[config.mk]
export PLATFORM = sky130hd
export DESIGN_NAME = cachebusseq
export DESIGN_NICKNAME = d
export VERILOG_FILES = /design/src/rtl/cachebusseq.sv
export SDC_FILE = /design/constraint.sdc
export NUM_CORES = 1
export LEC_CHECK = 0
export ABC_CLOCK_PERIOD_IN_PS = 2700
export CORE_AREA = 2 2 308 310
export CTS_CLUSTER_SIZE = 25
export DETAILED_ROUTE_END_ITERATION = 10
export DIE_AREA = 0 0 310 312
export PLACE_DENSITY_LB_ADDON = 0.25
export SYNTH_ARGS = -nofsm -noshare
export SYNTH_HDL_FRONTEND = slang
export SYNTH_SLANG_ARGS = --single-unit
[constraint.sdc]
create_clock -name clk -period 2.7 [get_ports clk]
set_input_delay 0.81 -clock clk [delete_from_list [all_inputs] [get_ports clk]]
set_output_delay 0.81 -clock clk [all_outputs]
set_load 0.01 [all_outputs]
[src/rtl/cachebusseq.sv]
// Cache-line burst sequencer: turns one line fetch/writeback request into an
// AHB-Lite incrementing burst with pipelined address and data phases.
module cachebusseq #(
    parameter int PA_BITS = 32,
    parameter int BEATLEN = 64,
    parameter int LINELEN = 512,
    parameter int LOGBWPL = 3
) (
    input  logic               clk,
    input  logic               reset,
    input  logic               Stall,
    input  logic               FlushStage,
    input  logic [1:0]         CacheBusRW,
    input  logic [PA_BITS-1:0] CacheBusAdr,
    input  logic [BEATLEN-1:0] CacheReadDataWord,
    output logic               CacheBusAck,
    output logic               SelBusBeat,
    output logic [LOGBWPL-1:0] BeatCount,
    output logic [LINELEN-1:0] FetchBuffer,
    output logic               BusCommitted,
    output logic [PA_BITS-1:0] HADDR,
    output logic [1:0]         HTRANS,
    output logic               HWRITE,
    output logic [2:0]         HSIZE,
    output logic [2:0]         HBURST,
    output logic [BEATLEN-1:0] HWDATA,
    input  logic               HREADY,
    input  logic [BEATLEN-1:0] HRDATA
);

    localparam int OFFSET   = $clog2(LINELEN / 8);
    localparam int BYTEBITS = OFFSET - LOGBWPL;
    localparam logic [LOGBWPL-1:0] LASTBEAT = '1;
    localparam logic [2:0] BURSTCODE = (LOGBWPL == 2) ? 3'b011 :
                                       (LOGBWPL == 3) ? 3'b101 :
                                       (LOGBWPL == 4) ? 3'b111 : 3'b001;

    typedef enum logic [1:0] {IDLE, FETCH, WRITEBACK, DONE} stateT;

    stateT                      state;
    logic [PA_BITS-OFFSET-1:0]  lineAdr;
    logic [LOGBWPL-1:0]         adrBeat;
    logic [LOGBWPL-1:0]         dataBeat;
    logic                       adrDone;
    logic                       dataPhase;
    logic                       inBurst;
    logic                       adrAccept;
    logic                       beatDone;
    logic                       lastBeat;
    logic                       unusedAdrBits;

    assign unusedAdrBits = ^CacheBusAdr[OFFSET-1:0];

    assign inBurst   = (state == FETCH) || (state == WRITEBACK);
    assign adrAccept = HREADY && (HTRANS != 2'b00);
    assign beatDone  = inBurst && dataPhase && HREADY;
    assign lastBeat  = beatDone && (dataBeat == LASTBEAT);

    // Derived purely from reset-cleared registers, so reset forces IDLE at once.
    always_comb begin
        HTRANS = 2'b00;
        if (inBurst && !adrDone)
            HTRANS = (adrBeat == '0) ? 2'b10 : 2'b11;
    end

    assign HADDR        = {lineAdr, adrBeat, {BYTEBITS{1'b0}}};
    assign HWRITE       = (state == WRITEBACK);
    assign SelBusBeat   = (state == WRITEBACK);
    assign BusCommitted = (state != IDLE);
    assign BeatCount    = dataBeat;
    assign CacheBusAck  = lastBeat;
    assign HWDATA       = CacheReadDataWord;
    assign HSIZE        = 3'($clog2(BEATLEN / 8));
    assign HBURST       = BURSTCODE;

    always_ff @(posedge clk or negedge reset) begin
        if (!reset) begin
            state       <= IDLE;
            lineAdr     <= '0;
            adrBeat     <= '0;
            dataBeat    <= '0;
            adrDone     <= 1'b0;
            dataPhase   <= 1'b0;
            FetchBuffer <= '0;
        end else begin
            case (state)
                IDLE: begin
                    if ((CacheBusRW != 2'b00) && !FlushStage) begin
                        state     <= CacheBusRW[1] ? FETCH : WRITEBACK;
                        lineAdr   <= CacheBusAdr[PA_BITS-1:OFFSET];
                        adrBeat   <= '0;
                        dataBeat  <= '0;
                        adrDone   <= 1'b0;
                        dataPhase <= 1'b0;
                    end
                end
                FETCH, WRITEBACK: begin
                    if (adrAccept) begin
                        adrBeat <= adrBeat + 1'b1;
                        if (adrBeat == LASTBEAT)
                            adrDone <= 1'b1;
                    end
                    // A completing beat keeps the data phase open only if the next address went out with it.
                    if (HREADY)
                        dataPhase <= adrAccept;
                    if (beatDone) begin
                        dataBeat <= dataBeat + 1'b1;
                        if (state == FETCH)
                            FetchBuffer[dataBeat*BEATLEN +: BEATLEN] <= HRDATA;
                    end
                    if (lastBeat)
                        state <= ((state == FETCH) && Stall) ? DONE : IDLE;
                end
                DONE: begin
                    if (!Stall)
                        state <= IDLE;
                end
                default: state <= IDLE;
            endcase
        end
    end

    assert property (@(posedge clk) disable iff (!reset)
        (state == IDLE) |-> (CacheBusRW != 2'b11));

endmodule

Word level (Yosys, flattened, before mapping)
Cells that the tools add are included.

word-level totals
  flip-flop bits (word level) = 548
  bits of input ports = 167
  output and inout port bits = 623

operators by class
  add/sub/neg operators = 3
  equal/unequal tests = 12
  shift-type cells = 2
  multiplexer cells = 20
  reductions and logical operators = 24

operators with widths
  operator                                                                   number
  512-bit bitwise mux                                                        1
  64-bit by 34-bit variable shift with 512-bit output, first input constant  1
  64-bit by 34-bit indexed part select with 512-bit output                   1
  9-bit negation with 34-bit output                                          1
  3-bit AND reduction                                                        5
  2-bit inequality test, second input constant                               7
  2-bit 2-to-1 mux                                                           6
  3-bit case mux with 2 select lines                                         2
  3-bit 2-to-1 mux                                                           3
  2-bit nonzero test                                                         4
  1-bit logical AND                                                          7
  3-bit by 1-bit adder with 3-bit output, second input constant              2
  3-bit == test, second input constant                                       2
  2-bit case mux with 3 select lines                                         1
  1-bit 2-to-1 mux                                                           5
  2-bit == test, second input constant                                       2
  1-bit case mux with 2 select lines                                         2
  4-bit AND reduction                                                        1
  3-bit zero test                                                            1
  2-bit by 1-bit == test with 1-bit output, second input constant            1
  1-bit zero test                                                            2
  2-bit zero test                                                            1
  2-bit AND reduction                                                        1
  2-bit OR reduction                                                         1
  1-bit logical OR                                                           1

Depth between registers and ports, before layout
Gate-level depths: netlist of the first run.

  depth in word-level cells = 8
  depth in mapped cells = 11

Worst setup path after synthesis of the first run
Ideal clock, no wire load.

  kind = reg-to-reg
  start point = register dataBeat[0], in the netlist BeatCount[0]
  end point = register FetchBuffer[310]
  arrival time = 2.595 ns
  required time = 2.568 ns
  setup slack = -0.027 ns
  cell stages (with the launch flop) = 12
  buffers on the path = 4
  period minus slack after synthesis = 2.727 ns
  path through = dfrtp_1 inv_1 ha_1 ha_1 buf_2 or3b_2 or4_1 buf_2 buf_6 buf_4 nand2_1 o21ai_1

between the ends
  word-level cells in the longest chain between the ends = 3
  elaborated cells on any way between the ends = 4
  those cells by class = add/sub (1); shift (2); mux (1)

ends and longest elaborated chain
  element                                                                                                                                 RTL line  text
  start, declared                                                                                                                         43        logic [LOGBWPL-1:0] dataBeat;
  start signal, assigned                                                                                                                  107       dataBeat <= dataBeat + 1'b1;
  9-bit negation with 34-bit output (*)                                                                                                   109       FetchBuffer[dataBeat*BEATLEN +: BEATLEN] <= HRDATA;
  64-bit by 34-bit indexed part select with 512-bit output / 64-bit by 34-bit variable shift with 512-bit output (equally long branches)  109
  512-bit bitwise mux (*)                                                                                                                 109
  end signal, assigned                                                                                                                    84        FetchBuffer <= '0;
  end signal, assigned by index                                                                                                           109
  end, declared                                                                                                                           19        output logic [LINELEN-1:0] FetchBuffer,

Mark *: on every way between the ends. The rest lies on a longest branch, timed or not.
A chain may end at the register's enable or synchronous reset.

Worst setup path in the final report of the first run
  start point = register dataBeat[0], in the netlist BeatCount[0]
  end point = register FetchBuffer[257]

Same word-level chain as after synthesis.

==> impl_metrics.toml, run 1 <==
[grt]
grt-ovfl-total = 0
grt_usage_pct = 17.2
grt_pass1_wl_um = 122000
grt_antenna_before_repair = 4
grt_max_degree = 69
grt_pass1_vias = 17500

[final_layout]
final_util_pct = 35.7
multi_input_area_sq_mm = 0.00766
drive_above_1_share_pct = 26.1
syn2layout_area_growth_pct = 48.3
regArea_sq_mm = 0.0137
nFillCells = 9111
final_cell_mix = "clkdlybuf4s50_1 (639), dfrtp_1 (546), mux2_2 (331), nand2_1 (264), o21ai_0 (103)"
final_area_sq_mm = 0.0332
layout_commonest_cell = "clkdlybuf4s50_1"
nNetsFinal = 2601

[yosys]
synth_top_area_share_pct = 61.2
postSynth.asyncResetShare_pct = 100
yosys.cell_types.count = 43
syn_area_per_cell_sq_um = 12.8
yosys.area.top_type = "dfrtp_1"
synth_edf_count = 0
yosys_register_bits = 548
syn_inst = 1753
synthesis.area_sq_mm = 0.0224
yosysSeqAreaShare_pct = 61.2
synth_ff_type = "dfrtp_1"
synthTopCellsByArea = "dfrtp_1 (61%), mux2_2 (17%), nand2_1 (4.4%)"
ys_warn_count = 0

[floorplanning]
fp-row-count = 112
initial_core_util_pct = 24.1
core_sq_mm = 0.0930
die_w_um = 310
die_area_sq_mm = 0.0967
ios = 790
die_h_um = 312

[route]
drt_iter0_markers = 869
routed_wl_um = 88700
vias_per_cell = 4.36
drc = 0
num_vias = 16300
final_antenna_net_count = 0
avgRoutedWirePerCell_um = 23.8
dr.pass1.iters = 7

[worst_setup_path]
critPathMaxStageDelay_ns = 0.58
crit_start = "BeatCount[0]"
path_cells = "inv_2 -> ha_4 -> ha_4 -> buf_4 -> or3b_4 -> or4_4 -> clkbuf_16 -> buf_16 -> nand2_1 -> o21ai_0"
crit_required_ns = 3.19
r2r_cells = 10
critPathArrivalTime_ns = 3.09
path_max_fanout = 8
endpoint_kind = "flip-flop"
r2r-start = "BeatCount[0]"
r2r_slack_ns = 0.09
critPathLaunchType = "flip-flop"
crit_buf_inv = 4
crit_type = "flip-flop to flip-flop"
cp_top_family = "simple AND/OR/NAND/NOR gates"
cp_common_cell = "ha_4"
worst_r2r_endpoint = "FetchBuffer[257]"
slowest_stage = "or4_4"

[outcome]
status = "finished, final reports clean"

[cts]
clk_pin_slew_ns = 0.05
clock_path_buffers = 3
cts_root_buf = "clkbuf_16"
numCtsBuffers = 68
cts.sinks = 548
holdBufCountCts = 0
cts_tree = "done"
htreeDepth = 3
clock_latency_ns = 0.63

[power]
power_density_mw_per_mm2 = 711
peakVddDrop_v = 0.000553
total_power_uw = 23600
leakage_uw = 0.0150

[sta]
max_slew.worst_pin.slew_ns = 0.687
layout_min_cycle_time_ns = 2.61
worst_slack_ns = 0.0925
fmax_mhz = 384
fin_tns_setup_ns = 0
fin_crit_sh_pct = 96.6
hold_viol_final = 0
slew_violations = 0
slew_headroom_pct = 54.2
finalSetupViolCount = 0
fin_skew_ns = 0.0250

[worst_hold_path]
hold_path.class = "primary input to asynchronous set/reset pin"

[place]
place.gp.congestion = 0.795
post_dp_cell_area_sq_mm = 0.0307
place_ws_ns = -0.593
port_buffers = 646
place_hpwl_um = 61300

[job]
maxCapViolCount = 0
-- registers in the layout, summed over array words and instances, names as in the netlist --
register,flops
FetchBuffer,512
lineAdr,26
BeatCount,3
adrBeat,3
state,2
adrDone,1
dataPhase,1
-- metrics by stage --
step,instances,hold slack [ns]
CTS,3705,0.114
detailed placement,3585,0.471
global placement,3585,0.464
floorplan,1760,0.507
finish,3729,0.0903
global route,3725,0.0876
-- repair_timing --
action | CTS | global route
cloned | 0 | 16
setup endpoints to repair | 71 | 99
setup buffers | 0 | 4
resized for setup | 25 | 22
hold endpoints to repair | 0 | 0
pin swaps | 1 | 2
-- cells by family (layout without fill, tap and decap cells) --
group                      after synthesis  in the layout  synth area share [%]
AOI/OAI and AO/OA                      198            198                  5.72
adders and majority gates               13             13                 0.726
buffers and inverters                  208            919                  5.29
DFF                                    548            548                  61.2
muxes                                  363            363                  18.2
other                                    2             13                0.0335
and+or+nand+nor                        421            421                  8.83
-- report_power, final --
| part | leakage, uW | switching (uW) | internal (uW) |
|---|---|---|---|
| sequential | 0.00751 | 308 | 8740 |
| combinational | 0.00642 | 3240 | 2520 |
| clock | 0.00105 | 3700 | 5100 |
-- Yosys cell counts (3+ instances only) --
master and number:
dfrtp_1 548, mux2_2 331, nand2_1 265, o21ai_0 113, buf_4 82, clkbuf_1 65
and2_1 64, nand4_1 55, a21bo_2 51, buf_2 28, inv_1 25, o21ai_1 17
mux2_1 16, mux2i_1 16, ha_1 13, nor2_1 10, buf_6 8, nor2b_1 7
nand3_1 4, a21oi_1 3
-- area by class of cell --
cell class	count	share of cell area, %
sequential	548	41.3
timing repair buffer	774	24.2
multi-input combinational	1004	23.0
clock buffer	97	5.82
tap	1254	4.72
clock inverter	23	0.580
inverter	25	0.282
antenna	4	0.0301
-- routing by layer --
| layer | wire length [um] | part of all wire [%] | GRT usage, % | up-vias |
|---|---|---|---|---|
| li1 | - | - | - | 7264 |
| met1 | 35500 | 40 | 20.0 | 8224 |
| met2 | 42500 | 48 | 28.5 | 608 |
| met3 | 7200 | 8.1 | 5.77 | 168 |
| met4 | 3480 | 3.9 | 7.69 | 2 |
| met5 | 12 | 0.014 | 0 | - |
-- worst max path at each step --
stage          slack [ns]  depth (start not counted)               end
2_1_floorplan        0.04                         11  FetchBuffer[310]
3_3_place_gp        -0.57                          7  FetchBuffer[238]
3_5_place_dp        -0.59                          7  FetchBuffer[238]
4_1_cts              0.03                          2      BeatCount[0]
5_1_grt            -0.005                         10  FetchBuffer[312]
6_report             0.09                         10  FetchBuffer[257]
-- worst reg2reg max path, cell delays in order (launching register included) --
cell       delay, ns
dfrtp_2         0.41
inv_2           0.07
ha_4            0.17
ha_4            0.15
buf_4           0.15
or3b_4          0.38
or4_4           0.58
clkbuf_16       0.23
buf_16          0.16
nand2_1         0.09
o21ai_0         0.08
(Power assumes the default switching activity.)
==> inputs of run 2 (changes only) <==
Settings changed: ABC_CLOCK_PERIOD_IN_PS 2700 to default.
==> results of run 2 <==
Final layout, timing and power as in run 1 (identical DEF).
